$ cat src/rtl/nios_v1_mem_copy_pkg.sv
// ----------------------------------------------------------------------------
// nios_v1_mem_copy_pkg
// Shared definitions for the word-by-word Avalon-MM copy master:
//   - default address / length widths
//   - the all-bytes byte-enable constant
//   - the copy FSM state encoding
// ----------------------------------------------------------------------------
package nios_v1_mem_copy_pkg;

    localparam int ADDR_W_DEF = 15;       // byte address, 5120-word on-chip RAM
    localparam int LEN_W_DEF  = 13;       // word count

    localparam logic [3:0] BE_ALL = 4'hF;  // full 32-bit word lanes

    typedef enum logic [2:0] {
        ST_IDLE    = 3'd0,
        ST_RD      = 3'd1,
        ST_RD_WAIT = 3'd2,
        ST_WR      = 3'd3,
        ST_DONE    = 3'd4
    } state_e;

endpackage

$ cat src/rtl/nios_v1_mem_copy_master.sv
// ----------------------------------------------------------------------------
// nios_v1_mem_copy_master
// Copies `length` 32-bit words from src_addr to dst_addr over one Avalon-MM
// master port, strictly ascending, one read then one write per word.
//
// Ports
//   clk, reset_n          clock, asynchronous active-low reset
//   start                 copy request (sampled in IDLE only)
//   abort                 terminate the active copy after the in-flight command
//   src_addr, dst_addr    word-aligned byte addresses
//   length                number of words (0 is an error)
//   busy                  high while RD / RD_WAIT / WR
//   done                  one-cycle completion pulse
//   error                 qualified by done: zero length, misalignment or abort
//   avm_*                 Avalon-MM master command / response
// ----------------------------------------------------------------------------
module nios_v1_mem_copy_master
    import nios_v1_mem_copy_pkg::*;
#(
    parameter int ADDR_W = ADDR_W_DEF,
    parameter int LEN_W  = LEN_W_DEF
) (
    input  logic              clk,
    input  logic              reset_n,
    input  logic              start,
    input  logic              abort,
    input  logic [ADDR_W-1:0] src_addr,
    input  logic [ADDR_W-1:0] dst_addr,
    input  logic [LEN_W-1:0]  length,
    output logic              busy,
    output logic              done,
    output logic              error,
    output logic [ADDR_W-1:0] avm_address,
    output logic              avm_read,
    output logic              avm_write,
    output logic [3:0]        avm_byteenable,
    output logic [31:0]       avm_writedata,
    input  logic [31:0]       avm_readdata,
    input  logic              avm_waitrequest,
    input  logic              avm_readdatavalid
);

    state_e            state_q, state_d;
    logic [ADDR_W-1:0] src_q, src_d;
    logic [ADDR_W-1:0] dst_q, dst_d;
    logic [LEN_W-1:0]  rem_q, rem_d;
    logic [31:0]       buf_q, buf_d;
    logic              err_q, err_d;
    logic              abort_q, abort_d;
    logic              abort_now;

    // An abort pulse is remembered until the in-flight command or read
    // response has completed; the copy then terminates instead of continuing.
    assign abort_now = abort | abort_q;

    always_comb begin
        // NOTE: every next-state signal defaults to its current value first so
        // no branch leaves one unassigned, which would infer a latch.
        state_d = state_q;
        src_d   = src_q;
        dst_d   = dst_q;
        rem_d   = rem_q;
        buf_d   = buf_q;
        err_d   = err_q;
        abort_d = abort_q;

        case (state_q)
            ST_IDLE: begin
                // abort is deliberately ignored here, even alongside start
                if (start) begin
                    src_d   = src_addr;
                    dst_d   = dst_addr;
                    rem_d   = length;
                    abort_d = 1'b0;
                    if (length == '0 || src_addr[1:0] != 2'b00 || dst_addr[1:0] != 2'b00) begin
                        err_d   = 1'b1;
                        state_d = ST_DONE;
                    end else begin
                        err_d   = 1'b0;
                        state_d = ST_RD;
                    end
                end
            end

            ST_RD: begin
                abort_d = abort_now;
                if (!avm_waitrequest) begin
                    if (abort_now) begin
                        err_d   = 1'b1;
                        state_d = ST_DONE;
                    end else begin
                        state_d = ST_RD_WAIT;
                    end
                end
            end

            ST_RD_WAIT: begin
                abort_d = abort_now;
                if (avm_readdatavalid) begin
                    if (abort_now) begin
                        // data of an aborted copy is dropped, buffer untouched
                        err_d   = 1'b1;
                        state_d = ST_DONE;
                    end else begin
                        buf_d   = avm_readdata;
                        state_d = ST_WR;
                    end
                end
            end

            ST_WR: begin
                abort_d = abort_now;
                if (!avm_waitrequest) begin
                    rem_d = rem_q - LEN_W'(1);
                    // pointers wrap modulo 2^ADDR_W by plain overflow
                    src_d = src_q + ADDR_W'(4);
                    dst_d = dst_q + ADDR_W'(4);
                    if (abort_now) begin
                        err_d   = 1'b1;
                        state_d = ST_DONE;
                    end else if (rem_q == LEN_W'(1)) begin
                        state_d = ST_DONE;
                    end else begin
                        state_d = ST_RD;
                    end
                end
            end

            ST_DONE: begin
                abort_d = 1'b0;
                state_d = ST_IDLE;
            end

            default: state_d = ST_IDLE;
        endcase
    end

    always_ff @(posedge clk or negedge reset_n) begin
        if (!reset_n) begin
            state_q <= ST_IDLE;
            src_q   <= '0;
            dst_q   <= '0;
            rem_q   <= '0;
            buf_q   <= '0;
            err_q   <= 1'b0;
            abort_q <= 1'b0;
        end else begin
            // NOTE: non-blocking assignments so every register samples the
            // pre-edge values, independent of statement order.
            state_q <= state_d;
            src_q   <= src_d;
            dst_q   <= dst_d;
            rem_q   <= rem_d;
            buf_q   <= buf_d;
            err_q   <= err_d;
            abort_q <= abort_d;
        end
    end

    // Command outputs decode purely from registered state, so they stay
    // stable for as long as waitrequest holds the FSM in RD or WR.
    always_comb begin
        avm_read       = 1'b0;
        avm_write      = 1'b0;
        avm_address    = '0;
        avm_byteenable = 4'h0;
        if (state_q == ST_RD) begin
            avm_read       = 1'b1;
            avm_address    = src_q;
            avm_byteenable = BE_ALL;
        end else if (state_q == ST_WR) begin
            avm_write      = 1'b1;
            avm_address    = dst_q;
            avm_byteenable = BE_ALL;
        end
    end

    assign avm_writedata = buf_q;
    assign busy          = (state_q == ST_RD) || (state_q == ST_RD_WAIT) || (state_q == ST_WR);
    assign done          = (state_q == ST_DONE);
    assign error         = done & err_q;

endmodule

$ cat config.mk
export PLATFORM = sky130hd
export DESIGN_NAME = nios_v1_mem_copy_master
export DESIGN_NICKNAME = d
export VERILOG_FILES = /design/src/rtl/nios_v1_mem_copy_pkg.sv /design/src/rtl/nios_v1_mem_copy_master.sv
export SDC_FILE = /design/constraint.sdc
export NUM_CORES = 1
export LEC_CHECK = 0
export CELL_PAD_IN_SITES_DETAIL_PLACEMENT = 2
export CELL_PAD_IN_SITES_GLOBAL_PLACEMENT = 2
export CORE_ASPECT_RATIO = 2
export CORE_MARGIN = 5
export CORE_UTILIZATION = 30
export DETAILED_ROUTE_END_ITERATION = 7
export GPL_TIMING_DRIVEN = 0
export PLACE_DENSITY = 0.91
export SYNTH_ARGS = -nofsm -noshare
export SYNTH_HDL_FRONTEND = slang
export SYNTH_SLANG_ARGS = --single-unit
$ cat constraint.sdc
create_clock -name clk -period 3.6 [get_ports clk]
set_clock_uncertainty 0.05 [all_clocks]
set_input_delay 0.72 -clock clk [delete_from_list [all_inputs] [get_ports clk]]
set_output_delay 0.72 -clock clk [all_outputs]
set_load 0.1 [all_outputs]
Word-level counts from Yosys, hierarchy flattened
Index checks and enable logic that the tools add are counted.
{"block": "totals", "ff_bits": 80, "elab_cells": 75}
{"block": "classes", "n_reduce_logical": 18, "n_addsub": 3, "n_eq_ne": 10, "bitwise_logic": 3, "n_mux": 34}
{"op": "15-bit 2-to-1 mux", "count": 6}
{"op": "15-bit one-hot mux with 2 select lines", "count": 2}
{"op": "15-bit by 3-bit adder with 15-bit output, second input constant", "count": 2}
{"op": "3-bit 2-to-1 mux", "count": 9}
{"op": "13-bit 2-to-1 mux", "count": 2}
{"op": "13-bit one-hot mux with 2 select lines", "count": 1}
{"op": "13-bit by 1-bit == test with 1-bit output, second input constant", "count": 1}
{"op": "13-bit logical NOT", "count": 1}
{"op": "13-bit by 1-bit subtractor with 13-bit output, second input constant", "count": 1}
{"op": "3-bit one-hot mux with 4 select lines", "count": 1}
{"op": "2-bit != test, second input constant", "count": 5}
{"op": "1-bit 2-to-1 mux", "count": 9}
{"op": "4-bit 2-to-1 mux", "count": 2}
{"op": "4-bit AND reduction", "count": 2}
{"op": "3-bit by 2-bit == test with 1-bit output, second input constant", "count": 2}
{"op": "1-bit one-hot mux with 3 select lines", "count": 2}
{"op": "3-bit AND reduction", "count": 2}
{"op": "2-bit nonzero test", "count": 3}
{"op": "3-bit nonzero test", "count": 2}
{"op": "1-bit logical OR", "count": 4}
{"op": "3-bit by 1-bit == test with 1-bit output, second input constant", "count": 1}
{"op": "3-bit == test, second input constant", "count": 1}
{"op": "3-bit logical NOT", "count": 1}
{"op": "3-bit OR reduction", "count": 1}
{"op": "other kinds (5)", "count": 5}

Depth between registers and ports, before layout
Gate-level depths: netlist of the first run.
{"block": "logic_depth", "depth_word": 6, "depth_mapped": 8}

Least setup slack after synthesis of the first run
Ideal clock, no wire load.
{"block": "synth_timing", "kind": "reg2out", "from": "reg state_q[2]", "to": "out avm_address[10]", "stages_incl_launch_ff": 6, "t_arrival_ns": 2.365, "path_slack_ns": 0.465, "t_required_ns": 2.830, "cell_sequence": "dfrtp_1 > clkbuf_1 > nand2b_1 > clkbuf_1 > clkbuf_1 > nor2_1"}
{"block": "synth_via", "elab_chain_cells": 3, "elab_cells_between_ends": 4, "cone_classes": "2 x eq/ne; 2 x mux"}
{"element": "from (decl)", "line": "nios_v1_mem_copy_master.sv:43", "source": "state_e state_q, state_d;"}
{"element": "from (signal assigned)", "line": "nios_v1_mem_copy_master.sv:150", "source": "state_q <= state_d;"}
{"element": "3-bit by 2-bit == test with 1-bit output", "line": "nios_v1_mem_copy_master.sv:171", "source": "end else if (state_q == ST_WR) begin"}
{"element": "15-bit 2-to-1 mux", "line": "nios_v1_mem_copy_master.sv:171"}
{"element": "15-bit 2-to-1 mux *", "line": "nios_v1_mem_copy_master.sv:167", "source": "if (state_q == ST_RD) begin"}
{"element": "to (decl)", "line": "nios_v1_mem_copy_master.sv:33", "source": "output logic [ADDR_W-1:0] avm_address,"}
Mark *: on every way between the ends. The rest lies on a longest branch, timed or not.

Worst setup path in the final report of the first run
{"block": "layout_timing", "from": "reg state_q[0]", "to": "out error"}
{"block": "layout_via", "elab_chain_cells": 2}
{"element": "3-bit == test", "line": "nios_v1_mem_copy_master.sv:180", "source": "assign done = (state_q == ST_DONE);"}
{"element": "1-bit AND", "line": "nios_v1_mem_copy_master.sv:181", "source": "assign error = done & err_q;"}
{"element": "to (decl)", "line": "nios_v1_mem_copy_master.sv:32", "source": "output logic error,"}
No other way between the ends.

==> results of run 1 <==
final timing paths:
check	slack, ns	startpoint	cells past startpoint	end
worst max-delay path	0.12	state_q[0]	4	error
worst min-delay path	0.32	reset_n	1	avm_writedata[10]
worst max register to register	1.10	state_q[1]	7	src_q[9]
worst min register to register	0.45	avm_writedata[0]	1	avm_writedata[0]
max in group asynchronous	2.54	reset_n	2	src_q[12]
min in group clk	0.45	avm_writedata[0]	1	avm_writedata[0]
cell families (layout without fill, tap and decap cells):
group,Yosys count,in the layout,synth area share
and+or+nand+nor,132,132,0.155
adders and majority gates,4,4,0.0115
buffers and inverters,41,194,0.0433
muxes,54,54,0.135
AOI/OAI and AO/OA,137,137,0.194
DFF,80,80,0.462
where the power goes:
| part | total, mW | switching (mW) | internal (mW) |
|---|---|---|---|
| combinational | 0.811 | 0.520 | 0.291 |
| clock | 0.882 | 0.398 | 0.484 |
| sequential | 1.17 | 0.152 | 1.02 |
layer usage:
metal | GRT usage | vias to the layer above | routed length (um)
li1 | - | 1953 | -
met1 | 0.224 | 2229 | 6650
met2 | 0.447 | 164 | 11100
met3 | 0.0410 | 56 | 756
met4 | 0.157 | 0 | 1160
met5 | 0 | - | 0
critical path, cell delays in order, from the launching register on:
cell,delay [ns]
dfrtp_1,0.45
clkbuf_1,0.24
nor2_1,0.32
and3_1,0.21
clkdlybuf4s50_1,1.13
state kept, by name, indices dropped and copies added (netlist names):
signal         flops
rem_q             13
abort_q            1
err_q              1
src_q             15
dst_q             15
avm_writedata     32
state_q            3
final cells by class:
| class | instances | area (um2) |
|---|---|---|
| buffer | 36 | 171 |
| multi-input combinational | 327 | 2150 |
| fill | 1581 | 8100 |
| timing repair buffer | 137 | 1320 |
| clock buffer | 11 | 243 |
| inverter | 5 | 18.8 |
| tap | 192 | 240 |
| clock inverter | 5 | 32.5 |
| sequential | 80 | 2000 |
placed cells by master (no fill, tap or decap), types with 4 or more instances in the layout:
cell / netlist / routed
clkbuf_1: 19 / 18
nand3_1: 12 / 12
buf_4: 3 / 5
a2bb2oi_1: 13 / 13
ha_1: 4 / 4
nor4_1: 8 / 8
buf_2: 12 / 13
nor2_1: 39 / 39
o22ai_1: 12 / 12
dfrtp_1: 80 / 80
o21ai_0: 30 / 30
inv_1: 5 / 5
nor3_1: 6 / 6
mux2i_1: 17 / 17
and3_1: 5 / 5
clkbuf_2: 0 / 11
clkdlybuf4s50_1: 0 / 114
dlygate4sd2_1: 0 / 7
nor3b_1: 4 / 4
a21oi_1: 50 / 50
nand2_1: 29 / 29
o2bb2ai_1: 4 / 4
nand4_1: 8 / 8
a31oi_1: 5 / 5
mux2_2: 37 / 37
clkbuf_16: 0 / 9
timing repair:
item | CTS | global route
pin swaps | 0 | 0
endpoints found under the setup margin | 21 | 10
resized for setup | 33 | 19
gates cloned | 0 | 0
hold endpoints to repair | 0 | 0
per-stage QoR:
step / utilization / cell area, um2 / setup TNS [ns] / setup WS [ns] / cells
after floorplan: - / 4340 / 0 / 0.465 / 448
after global placement: 0.416 / 5940 / -95.32 / -1.20 / 776
after detailed placement: 0.417 / 5960 / -1.59 / -0.263 / 777
after CTS: 0.436 / 6220 / 0 / 0.00636 / 793
after global routing: 0.433 / 6180 / 0 / 0.00817 / 793
final: 0.433 / 6180 / 0 / 0.121 / 793
==> flow_metrics.py, run 1 <==
metrics = {
    "cts": {
        "root_buffer": "clkbuf_16",
        "h-tree-depth": 3,
        "cts.sinks": 80,
        "post_cts_buffers": 0,
        "cts_tree": "yes",
        "insertion_delay_ns": 0.35,
        "clk_pin_slew_ns": 0.06,
        "cts_buffers": 9,
        "cts_max_path_buffers": 2,
        "ctsHoldBuffers": 0,
    },
    "pwr": {
        "p_leak_nw": 2.54,
        "power_density_nw_per_um2": 464,
        "ir_drop_mv": 0.197,
        "power_mw": 2.86,
    },
    "global_routing": {
        "gr-usage-all-layers": 0.238,
        "grt_pass1_wl_um": 30400,
        "grt_max_degree": 42,
        "grt_pass1_vias": 5273,
        "antenna_found_initial": 0,
        "grt-ovfl-total": 0,
    },
    "sta": {
        "relSlewSlack": 0.322,
        "tightest_slew_ns": 1.01,
        "grt_setup_unrepaired": "no",
        "setup_viol": 0,
        "min_period_over_period": 0.966,
        "finalHoldViolations": 0,
        "hold_slack_ns": 0.318,
        "min_period_ns": 3.48,
        "max_freq_mhz": 287,
        "maxSlewViolCount": 0,
    },
    "drt": {
        "first_iter_violations": 159,
        "final_antenna_net_count": 0,
        "vias": 4402,
        "wirelength_um": 19700,
        "via_per_inst": 5.55,
        "drc": 0,
        "firstDrtPassIters": 4,
        "wl_per_cell_um": 24.8,
    },
    "run": {
        "maxCapViolations": 0,
    },
    "logic_synthesis": {
        "yosys_register_bits": 80,
        "avgSynthCellArea_um2": 9.68,
        "syn_area_um2": 4340,
        "syn_inst": 448,
        "synthArstFlopShare": 1.00,
        "synth_edf_count": 0,
        "netlist_top_cells_area": "dfrtp_1 (46%), mux2_2 (9.6%), a21oi_1 (5.8%)",
        "ys_seq_area_frac": 0.462,
        "synthTopCellsByCount": "dfrtp_1 (80), a21oi_1 (50), nor2_1 (39)",
        "yosysUniqueCellTypes": 51,
        "synthFlopType": "dfrtp_1",
        "synth_top_cell_area_share": 0.462,
        "yosysMostFrequentCell": "dfrtp_1",
        "yosys.area.top_type": "dfrtp_1",
        "syn-num-nets": 533,
        "ys_warn_count": 0,
    },
    "worst_setup_path": {
        "critPathMaxFanout": 10,
        "path_class": "flop to output pin",
        "critPathLaunchType": "flop",
        "cp.required_ns": 2.83,
        "arrival_ns": 2.71,
        "worst_setup_path_end_kind": "output pin",
    },
    "min_path": {
        "min_path_type": "input port to async pin",
    },
    "placed_design": {
        "dp_hpwl_um": 15100,
        "gp_congestion": 0.845,
        "portBuffers": 136,
    },
    "final_layout": {
        "n_antenna_cell": 0,
        "nets": 681,
        "drive_gt1_frac": 0.151,
        "area_growth_pct": 42.4,
    },
    "floorplanning": {
        "placementRows": 62,
        "fp.dieW_um": 95.0,
        "start_util": 0.304,
        "dieArea_um2": 17100,
        "io_pins": 137,
        "die_y_um": 180,
        "core_um2": 14300,
    },
    "outcome": {
        "status": "complete, no violations",
    },
}
(Power assumes the default switching activity.)
==> run 2: changes to the inputs <==
--- a/config.mk
+++ b/config.mk
@@ -7,12 +7,12 @@
 export LEC_CHECK = 0
 export CELL_PAD_IN_SITES_DETAIL_PLACEMENT = 2
 export CELL_PAD_IN_SITES_GLOBAL_PLACEMENT = 2
-export CORE_ASPECT_RATIO = 2
 export CORE_MARGIN = 5
-export CORE_UTILIZATION = 30
+export CORE_UTILIZATION = 31
+export CTS_BUF_LIST = sky130_fd_sc_hd__clkbuf_4
 export DETAILED_ROUTE_END_ITERATION = 7
 export GPL_TIMING_DRIVEN = 0
-export PLACE_DENSITY = 0.91
+export PLACE_DENSITY = 0.93
 export SYNTH_ARGS = -nofsm -noshare
 export SYNTH_HDL_FRONTEND = slang
 export SYNTH_SLANG_ARGS = --single-unit
==> run 2 against run 1 <==
Against the previous run: sequential cell count unchanged; worst setup slack lost 0.062 ns; sequential power barely moved; die area shrank 3.8%; via count grew 2.5%; final cell count down 1.4%; core utilization grew 0.93 points; count of clock-buffer cells in the layout unchanged; wire length increased by 0.82%; combinational power increased by 0.5%; global-route usage grew 0.17 points; hold slack worse by 0.22 ns; critical endpoint is now avm_write; largest cell class unchanged; highest routed layer unchanged.
==> flow_metrics.py, run 2 (synthesis results as in run 1) <==
metrics = {
    "outcome": {
        "status": "complete, no violations",
    },
    "final_layout": {
        "nets": 680,
        "largest_reg_flops": 32,
        "area_growth_pct": 40.4,
        "drive_gt1_frac": 0.170,
        "post-route-util": 0.442,
        "layout_commonest_cell": "clkdlybuf4s50_1",
        "final_area_um2": 6090,
        "most-common-layout-cells": "clkdlybuf4s50_1 (111), dfrtp_1 (80), a21oi_1 (50)",
    },
    "worst_setup_path": {
        "r2r-end": "dst_q[7]",
        "worst-r2r-cell-count": 6,
        "cpMaxStageDelayCell": "buf_2",
        "critPathLaunchType": "flop",
        "path_class": "flop to output pin",
        "cp_slowest_stage_delay_ns": 0.48,
        "cpMostUsedCell": "buf_2",
        "cp-endpoint": "avm_write",
        "worstSetupStartpoint": "state_q[1]",
        "arrival_ns": 2.77,
        "r2r_slack_ns": 1.00,
        "cp.required_ns": 2.83,
        "critPathMaxFanout": 10,
        "worstPathCellList": "buf_2, nand3b_1, inv_1, buf_2, buf_2, buf_2",
        "r2r-start": "state_q[1]",
        "worst_setup_path_end_kind": "output pin",
    },
    "floorplanning": {
        "io_pins": 137,
        "start_util": 0.315,
        "die_y_um": 128,
        "fp.dieW_um": 128,
        "dieArea_um2": 16500,
        "core_um2": 13800,
        "placementRows": 43,
    },
    "sta": {
        "min_period_ns": 3.54,
        "maxSlewViolCount": 0,
        "grt_setup_unrepaired": "no",
        "tightest_slew_ns": 1.03,
        "finalHoldViolations": 0,
        "setup_viol": 0,
        "max_freq_mhz": 282,
        "min_period_over_period": 0.984,
        "relSlewSlack": 0.309,
    },
    "cts": {
        "cts_tree": "yes",
        "cts_buffers": 9,
        "cts.sinks": 80,
        "ctsHoldBuffers": 0,
        "root_buffer": "clkbuf_4",
        "post_cts_buffers": 0,
        "clk_pin_slew_ns": 0.16,
        "h-tree-depth": 3,
        "cts_max_path_buffers": 2,
        "insertion_delay_ns": 0.50,
    },
    "pwr": {
        "ir_drop_mv": 0.155,
        "power_frac_comb": 0.317,
        "p_clk_frac": 0.226,
        "power_density_nw_per_um2": 422,
        "p_seq_frac": 0.456,
        "power_mw": 2.57,
        "power.switching_mw": 1.04,
        "p_leak_nw": 2.46,
        "internal-power_mw": 1.53,
        "swShare": 0.404,
    },
    "placed_design": {
        "portBuffers": 136,
        "dp_hpwl_um": 14400,
        "placed_area_um2": 5950,
        "gp_congestion": 0.895,
    },
    "global_routing": {
        "grt_pass1_vias": 5155,
        "grt-ovfl-total": 0,
        "grt_max_degree": 50,
        "gr-usage-all-layers": 0.240,
        "antenna_found_initial": 2,
        "grt_pass1_wl_um": 29900,
    },
    "drt": {
        "vias": 4510,
        "first_iter_violations": 264,
        "via_per_inst": 5.77,
        "wirelength_um": 19800,
        "wl_per_cell_um": 25.3,
        "final_antenna_net_count": 0,
        "firstDrtPassIters": 5,
        "drc": 0,
    },
    "run": {
        "maxCapViolations": 0,
    },
    "min_path": {
        "min_path_type": "input port to async pin",
    },
}
==> run 2: cell types whose count changed in the layout (fill, tap and decap cells not counted), moves of 2 or more <==
cell and delta:
clkbuf_1 -2, clkbuf_2 -5, clkdlybuf4s15_2 +14, diode_2 +2
clkbuf_16 -9, clkdlybuf4s50_1 -3, clkbuf_4 +11, dlygate4sd2_1 -6
==> run 2: repair_timing <==
item	4_1_cts	5_1_grt
cloned	0	0
resized for setup	65	10
endpoints found under the setup margin	24	7
hold endpoints to repair	0	0
==> run 2: cell type report <==
| type | count | area, um2 |
|---|---|---|
| fillers | 1523 | 7690 |
| diodes | 2 | 5.00 |
| inverters | 5 | 18.8 |
| repair buffers | 137 | 1380 |
| well taps | 180 | 225 |
| flip-flops and latches | 80 | 2000 |
| clock buffers | 11 | 82.6 |
| plain buffers | 35 | 168 |
| multi-input cells | 327 | 2150 |
| clock inverters | 5 | 57.6 |
==> run 2: worst min path at each step <==
stage	start	end	depth (start not counted)
2_1_floorplan	reset_n	abort_q	0
3_3_place_gp	avm_writedata[17]	avm_writedata[17]	1
3_5_place_dp	avm_writedata[24]	avm_writedata[24]	1
4_1_cts	reset_n	avm_writedata[1]	1
5_1_grt	reset_n	avm_writedata[4]	1
6_report	reset_n	abort_q	1
==> run 2: routing by layer <==
layer | GRT usage | routed length [um]
met4 | 0.127 | 818
met2 | 0.436 | 10600
met5 | 0 | 0
met1 | 0.270 | 7600
met3 | 0.0308 | 755
==> run 2: stage by stage <==
step | hold slack [ns] | cells | setup TNS [ns] | worst slack (ns)
5_1_grt | 0.108 | 782 | 0 | 0.00843
4_1_cts | 0.0885 | 780 | 0 | 0.00325
3_5_place_dp | 0.446 | 765 | -2.27 | -0.321
2_1_floorplan | 0.374 | 448 | 0 | 0.465
3_3_place_gp | 0.438 | 764 | -97.40 | -1.22
6_report | 0.0931 | 782 | 0 | 0.0588
==> run 2: worst max-delay path, delay by kind of cell, from the launching register on <==
| family | cells | cell delay [ns] |
|---|---|---|
| buf+inv | 5 | 1.52 |
| simple gates | 1 | 0.39 |
| flops | 1 | 0.35 |
==> run 2: power by group through the flow <==
stage	registers [mW]	clock network (mW)	logic (mW)
2_1_floorplan	1.34	0	0.311
3_3_place_gp	1.16	0	0.762
3_5_place_dp	1.18	0	0.807
4_1_cts	1.17	0.588	0.813
5_1_grt	1.19	0.630	0.856
6_report	1.17	0.582	0.815
